**src/rtl/uart_tx_arbiter.sv**
```systemverilog
// Round-robin arbiter feeding one UART transmitter from four byte requesters.
// Optional received-byte echo (highest priority) is built when UART_TX_ARB_ECHO_EN is defined.
module uart_tx_arbiter #(
    parameter int START_TIMEOUT = 16
) (
    input  logic        iCE_CLK,
    input  logic        rst_n,
    input  logic [3:0]  req,
    input  logic [31:0] req_byte,
    output logic [3:0]  ack,
    output logic        transmit,
    output logic [7:0]  tx_byte,
    input  logic        is_transmitting,
    input  logic        received,
    input  logic [7:0]  rx_byte,
    output logic        busy,
    output logic        timeout_err,
    output logic [1:0]  dbg_state_o
);

    localparam int CNT_W = $clog2(START_TIMEOUT + 1);
    localparam logic [CNT_W-1:0] CNT_MAX  = CNT_W'(START_TIMEOUT);
    localparam logic [CNT_W-1:0] CNT_LAST = CNT_W'(START_TIMEOUT - 1);

    typedef enum logic [1:0] {
        S_IDLE       = 2'd0,
        S_WAIT_START = 2'd1,
        S_WAIT_DONE  = 2'd2
    } state_e;

    // Handshake: a requester holds req[i] high until it sees the one-cycle ack[i];
    // ack[i] is issued in the same cycle as transmit, with tx_byte already valid.
    state_e             state_q, state_d;
    logic [CNT_W-1:0]   cnt_q, cnt_d;
    logic [1:0]         rr_ptr_q, rr_ptr_d;
    logic [3:0]         ack_q, ack_d;
    logic               transmit_q, transmit_d;
    logic [7:0]         tx_byte_q, tx_byte_d;
    logic               timeout_q, timeout_d;

    logic               rr_found;
    logic [1:0]         rr_idx;
    logic               launch;
    logic               echo_launch;
    logic               req_launch;
    logic               echo_pending;
    logic [7:0]         echo_tx_byte;

    // Search begins one past the last granted requester and wraps 3 -> 0.
    always_comb begin
        rr_found = 1'b0;
        rr_idx   = rr_ptr_q;
        for (int k = 1; k <= 4; k++) begin
            if (!rr_found && req[rr_ptr_q + 2'(k)]) begin
                rr_found = 1'b1;
                rr_idx   = rr_ptr_q + 2'(k);
            end
        end
    end

`ifdef UART_TX_ARB_ECHO_EN
    logic       echo_valid_q, echo_valid_d;
    logic [7:0] echo_byte_q, echo_byte_d;

    // A fresh receive always wins: it overwrites a full buffer and survives a coincident launch.
    always_comb begin
        echo_valid_d = echo_valid_q;
        echo_byte_d  = echo_byte_q;
        if (received) begin
            echo_valid_d = 1'b1;
            echo_byte_d  = rx_byte;
        end else if (echo_launch) begin
            echo_valid_d = 1'b0;
        end
    end

    always_ff @(posedge iCE_CLK or negedge rst_n) begin
        if (!rst_n) begin
            echo_valid_q <= 1'b0;
            echo_byte_q  <= 8'h00;
        end else begin
            echo_valid_q <= echo_valid_d;
            echo_byte_q  <= echo_byte_d;
        end
    end

    assign echo_pending = echo_valid_q;
    assign echo_tx_byte = echo_byte_q;
`else
    logic unused_rx;
    assign unused_rx    = ^{received, rx_byte};
    assign echo_pending = 1'b0;
    assign echo_tx_byte = 8'h00;
`endif

    always_ff @(posedge iCE_CLK or negedge rst_n) begin
        if (!rst_n) begin
            state_q    <= S_IDLE;
            cnt_q      <= '0;
            rr_ptr_q   <= 2'd3;
            ack_q      <= 4'b0000;
            transmit_q <= 1'b0;
            tx_byte_q  <= 8'h00;
            timeout_q  <= 1'b0;
        end else begin
            state_q    <= state_d;
            cnt_q      <= cnt_d;
            rr_ptr_q   <= rr_ptr_d;
            ack_q      <= ack_d;
            transmit_q <= transmit_d;
            tx_byte_q  <= tx_byte_d;
            timeout_q  <= timeout_d;
        end
    end

    always_comb begin
        state_d = state_q;
        case (state_q)
            S_IDLE: begin
                if (echo_pending || rr_found) state_d = S_WAIT_START;
            end
            S_WAIT_START: begin
                if (is_transmitting)        state_d = S_WAIT_DONE;
                else if (cnt_q >= CNT_LAST) state_d = S_IDLE;
            end
            S_WAIT_DONE: begin
                if (!is_transmitting) state_d = S_IDLE;
            end
            default: state_d = S_IDLE;
        endcase
    end

    always_comb begin
        launch      = (state_q == S_IDLE) && (echo_pending || rr_found);
        echo_launch = launch && echo_pending;
        req_launch  = launch && !echo_pending;

        transmit_d = launch;
        ack_d      = req_launch ? (4'b0001 << rr_idx) : 4'b0000;
        rr_ptr_d   = req_launch ? rr_idx : rr_ptr_q;

        tx_byte_d = tx_byte_q;
        if (echo_launch)     tx_byte_d = echo_tx_byte;
        else if (req_launch) tx_byte_d = req_byte[{rr_idx, 3'b000} +: 8];

        timeout_d = (state_q == S_WAIT_START) && !is_transmitting && (cnt_q >= CNT_LAST);

        // Counter restarts on every launch and saturates while waiting for the start.
        cnt_d = cnt_q;
        if (launch)
            cnt_d = '0;
        else if ((state_q == S_WAIT_START) && (cnt_q != CNT_MAX))
            cnt_d = cnt_q + CNT_W'(1);
    end

    assign ack         = ack_q;
    assign transmit    = transmit_q;
    assign tx_byte     = tx_byte_q;
    assign timeout_err = timeout_q;
    assign busy        = (state_q != S_IDLE);
    assign dbg_state_o = state_q;

endmodule

```
**config.mk**
```make
export PLATFORM = sky130hd
export DESIGN_NAME = uart_tx_arbiter
export DESIGN_NICKNAME = d
export VERILOG_FILES = /design/src/rtl/uart_tx_arbiter.sv
export SDC_FILE = /design/constraint.sdc
export NUM_CORES = 1
export LEC_CHECK = 0
export ABC_AREA = 1
export BUFFER_PORTS_ARGS = -buffer_cell sky130_fd_sc_hd__buf_2
export CORE_ASPECT_RATIO = 0.8
export CORE_MARGIN = 5
export CORE_UTILIZATION = 40
export DETAILED_ROUTE_END_ITERATION = 10
export PLACE_DENSITY = 0.78
export SYNTH_ARGS = -nofsm -noshare
export SYNTH_HDL_FRONTEND = slang
export SYNTH_SLANG_ARGS = --single-unit
```
**constraint.sdc**
```tcl
create_clock -name iCE_CLK -period 1.65 [get_ports iCE_CLK]
set_input_delay 0.0825 -clock iCE_CLK [delete_from_list [all_inputs] [get_ports iCE_CLK]]
set_output_delay 0.0825 -clock iCE_CLK [all_outputs]
set_load 0.03 [all_outputs]
```
==> results.md <==
* Gpl congestion at 0.906
* Average via count per standard cell at 5.09
* Minimum setup slack among reg-to-reg paths at -280 ps
* Number of violations reported at the end of detailed-routing iteration 0 at 116
* Count of unresolved DRC violations after routing at 0
* Status: finished with violations
* Number of pins with negative max-slew slack in the final report at 0
* Residual antenna-violating net count after detailed routing at 0
* Warnings, synthesis at 0
* Hold path start: req_byte[20]
* Class of the tightest hold or removal check: input port to flip-flop
* DP Wirelength at ~3200 µm
* First drt pass iteration count at 4
* Antenna violations before repair at 0
* Slowest cell on the critical path: sky130_fd_sc_hd__dfstp_2
* Hold violation count in the final report at 0
* Cell Rows at 19
* CTS root buffer: sky130_fd_sc_hd__clkbuf_8
* CP Launch Type: flip-flop
* Post-synthesis register bit count at 23
* Detailed-route wire length per cell at 13.8 µm
* Clock tree from TritonCTS: done
* Cells after Synth at 202
* Crit path buf inv count at 3
* Share of the yosys chip area belonging to registers at 39.3%
* Depth of the worst register-to-register path at 11
* Worst hold path depth at 5
* Share of the clock period used by the worst path at 117%
* CTS Buffer Depth at 2
* Hold Path Sink: tx_byte[4]$_DFFE_PN0P_
* Die Wd at 77.8 µm
* CTS sink count at 23
* Share of cells above drive strength 1 at 46.4%
* # setup viols final at 18
* Worst vdd ir at between 1 and 1.5 mV
* Gate family responsible for the most delay along the worst path: simple AND/OR/NAND/NOR gates
* Total I/O pin count at 65
* Initial Util at 42.1%
* Area growth from synthesis to layout at 51.4%
* Maximum net fanout on the critical path at 10
* Max-cap check violation count at 0
* Pwr per Cell Area at 2540 mW/mm²
* Post-layout minimum cycle time at 1930 ps
* Vias after detailed routing at 1630
* Final Net Count at 330
* Post-synth cell types at 29
* Core footprint at about 0.0035 mm²
* Cell area after technology mapping at 0.00147 mm²
* First-pass GRT wire length at 6730 µm
* Destination of the worst register-to-register timing path: ack[0]$_DFF_PN0_
* Die Ht at 64.2 µm
* Buffers added on ports at 55
* All-Layer GR Usage at 16.3%
* Post-route cell area at 0.00223 mm²
* Source-to-sink clock delay at the later pin of the worst-skew pair at roughly 270 ps
* Startpoint-to-endpoint class of the critical path: flip-flop to flip-flop
* Average instance area after synthesis at 7.28 µm²
* Number of buffers created by CTS at 3
* Post-CTS clock slew at the launch and capture registers of the worst setup and hold paths at 90 ps
* Startpoint of the most critical register-to-register path: rr_ptr_q[0]$_DFFE_PN1P_
* Worst-case setup margin in the final layout at -284 ps
* Required time of the critical path at 1830 ps
* Total power at approximately 0.0057 W
* Vias in the first global route at 1596
* Overflow left after global routing at 0
* Ant diodes at 0
* Worst Setup End Kind: flip-flop
* Arr. time, crit path at about 2100 ps
* Die Area at approximately 0.0050 mm²
* Cell-by-cell trace of the critical path: nand2_1 -> nand2_4 -> nand2_2 -> nand2_2 -> inv_4 -> nand3_2 -> clkinv_1 -> nand2_1 -> nand2_4 -> buf_4 -> nor3_1
* Post-synth net total at 253
* Post-DP Area at 0.00193 mm²
* Transition time at the pin with the least slew margin at 510 ps
* Tightest slew margin relative to the limit at 66.0%
* Worst Clk Skew at 12.0 ps
* Aggregate routed wire length at 4410 µm
* Fmax at 517 MHz
* Lkg Pwr at ~1.2 nW
* Largest net degree at the start of global routing at 24
* Stage delay of the slowest cell on the critical path at between 600 and 700 ps
* Setup repair after global routing missed its margin: yes
* Number of H-tree levels at 1
* Violated checks: setup timing
## cells in the mapped netlist
cell type                    n  area share (%)
sky130_fd_sc_hd__a21oi_1     4             1.4
sky130_fd_sc_hd__nand3_4     1             1.2
sky130_fd_sc_hd__o21ai_0     4             1.4
sky130_fd_sc_hd__buf_6       2             1.5
sky130_fd_sc_hd__xor2_1      1            0.60
sky130_fd_sc_hd__and2_1      1            0.43
sky130_fd_sc_hd__buf_4       1            0.51
sky130_fd_sc_hd__nand2_4     3             2.3
sky130_fd_sc_hd__nor3b_1     1            0.51
sky130_fd_sc_hd__inv_6       1            0.60
sky130_fd_sc_hd__buf_2       2            0.68
sky130_fd_sc_hd__inv_4       1            0.43
sky130_fd_sc_hd__nor2_1     11             2.8
sky130_fd_sc_hd__clkinv_1    1            0.25
sky130_fd_sc_hd__dfrtp_1    21              36
sky130_fd_sc_hd__nand2_1    68              17
sky130_fd_sc_hd__nand2_2     9             3.8
sky130_fd_sc_hd__and3_1      1            0.43
sky130_fd_sc_hd__ha_1        3             2.6
sky130_fd_sc_hd__nor3_1      3             1.0
sky130_fd_sc_hd__inv_1       8             2.0
sky130_fd_sc_hd__o22ai_1     1            0.43
sky130_fd_sc_hd__dfstp_2     2             3.6
sky130_fd_sc_hd__nand3_2     2             1.4
sky130_fd_sc_hd__o21ai_1     1            0.34
sky130_fd_sc_hd__inv_2       2            0.51
sky130_fd_sc_hd__a31oi_1     1            0.43
sky130_fd_sc_hd__nand3_1    45              15
sky130_fd_sc_hd__o2111ai_1   1            0.60
## cells in the final DEF, fill, tap and decap left out, types with 2 or more instances in the layout
| cell type | instances |
|---|---|
| sky130_fd_sc_hd__buf_2 | 55 |
| sky130_fd_sc_hd__nand2_1 | 54 |
| sky130_fd_sc_hd__nand3_1 | 37 |
| sky130_fd_sc_hd__dfrtp_1 | 21 |
| sky130_fd_sc_hd__nand2_4 | 17 |
| sky130_fd_sc_hd__buf_4 | 13 |
| sky130_fd_sc_hd__nor2_1 | 9 |
| sky130_fd_sc_hd__nand2_2 | 9 |
| sky130_fd_sc_hd__nand3_2 | 9 |
| sky130_fd_sc_hd__inv_1 | 8 |
| sky130_fd_sc_hd__buf_6 | 5 |
| sky130_fd_sc_hd__a21oi_1 | 4 |
| sky130_fd_sc_hd__ha_1 | 3 |
| sky130_fd_sc_hd__clkbuf_8 | 3 |
| sky130_fd_sc_hd__inv_8 | 2 |
| sky130_fd_sc_hd__nand3_4 | 2 |
| sky130_fd_sc_hd__o21ai_1 | 2 |
| sky130_fd_sc_hd__nor3_1 | 2 |
| sky130_fd_sc_hd__o21ai_2 | 2 |
| sky130_fd_sc_hd__dlygate4sd3_1 | 2 |
| sky130_fd_sc_hd__buf_12 | 2 |
| sky130_fd_sc_hd__dfstp_2 | 2 |
## registers in the layout, summed over array words and instances, names as in the netlist
signal and count:
ack 4, rr_ptr_q 2, dbg_state_o 2, timeout_err 1, transmit 1, tx_byte 8, cnt_q 5
## routing by layer
metal | vias to the layer above | global-route usage [%] | routed length, µm
met4 | 0 | 3.43 | 22
met1 | 750 | 21.5 | 2000
met2 | 54 | 26.8 | 2110
li1 | 822 | - | -
met5 | - | 0 | 0
met3 | 4 | 4.49 | 283
## worst max-delay path by stage
stage                                       start                     end  cells after the start
final                     rr_ptr_q[0]$_DFFE_PN1P_        ack[0]$_DFF_PN0_                     11
after global routing      rr_ptr_q[0]$_DFFE_PN1P_        ack[0]$_DFF_PN0_                     11
after CTS                 rr_ptr_q[0]$_DFFE_PN1P_  tx_byte[6]$_DFFE_PN0P_                     13
after detailed placement  rr_ptr_q[0]$_DFFE_PN1P_  tx_byte[3]$_DFFE_PN0P_                     13
after global placement    rr_ptr_q[0]$_DFFE_PN1P_  tx_byte[7]$_DFFE_PN0P_                     13
after floorplan           rr_ptr_q[0]$_DFFE_PN1P_  tx_byte[0]$_DFFE_PN0P_                     15
## layout make-up
cell class              instances  area (µm²)
fillers                       298        1270
flip-flops and latches         23         578
clock buffers                   3        41.3
inverters                      13        66.3
repair buffers                 77         489
multi-input cells             161         996
clock inverters                 1        5.00
well taps                      42        52.6
## power breakdown
group	leakage, nW	switching (W)	total [W]	internal (W)
Sequential	0.291	0.000160	0.000964	0.000804
Combinational	0.861	0.00268	0.00435	0.00166
Clock	0.0255	0.000183	0.000352	0.000169
## cells by family (layout without fill, tap and decap cells)
family                     Yosys count  after routing  share of synthesized area (%)
and+or+nand+nor                    145            145                           46.5
DFF                                 23             23                           39.3
buffers and inverters               18             94                           6.55
AOI/OAI and AO/OA                   12             12                           4.51
adders and majority gates            3              3                           2.55
xor gates and xnor gates             1              1                          0.595
## metrics by stage
stage	hold WS [ps]	TNS (ps)	util, %	setup WS [ps]	instances
after floorplan	-213	-530	-	-69.7	202
after global placement	79.3	-2980	55.1	-213	311
after detailed placement	84.1	-3880	55.1	-273	311
after CTS	151	-2910	58.8	-203	317
after global routing	170	-5820	63.8	-451	320
final	165	-3410	63.8	-284	320
## repair_timing
action,in CTS,in global routing
hold buffers,2,0
hold endpoints to repair,22,0
setup buffers,0,3
pin swaps,11,13
endpoints found under the setup margin,21,21
resized for setup,19,33
## worst register-to-register path, delay by kind of cell (launching register included)
family | cells | cell delay (ps)
buffers and inverters | 3 | 300
flip-flops | 1 | 670
AND/OR/NAND/NOR | 8 | 860
No activity file was read; power rests on OpenSTA's default activity.
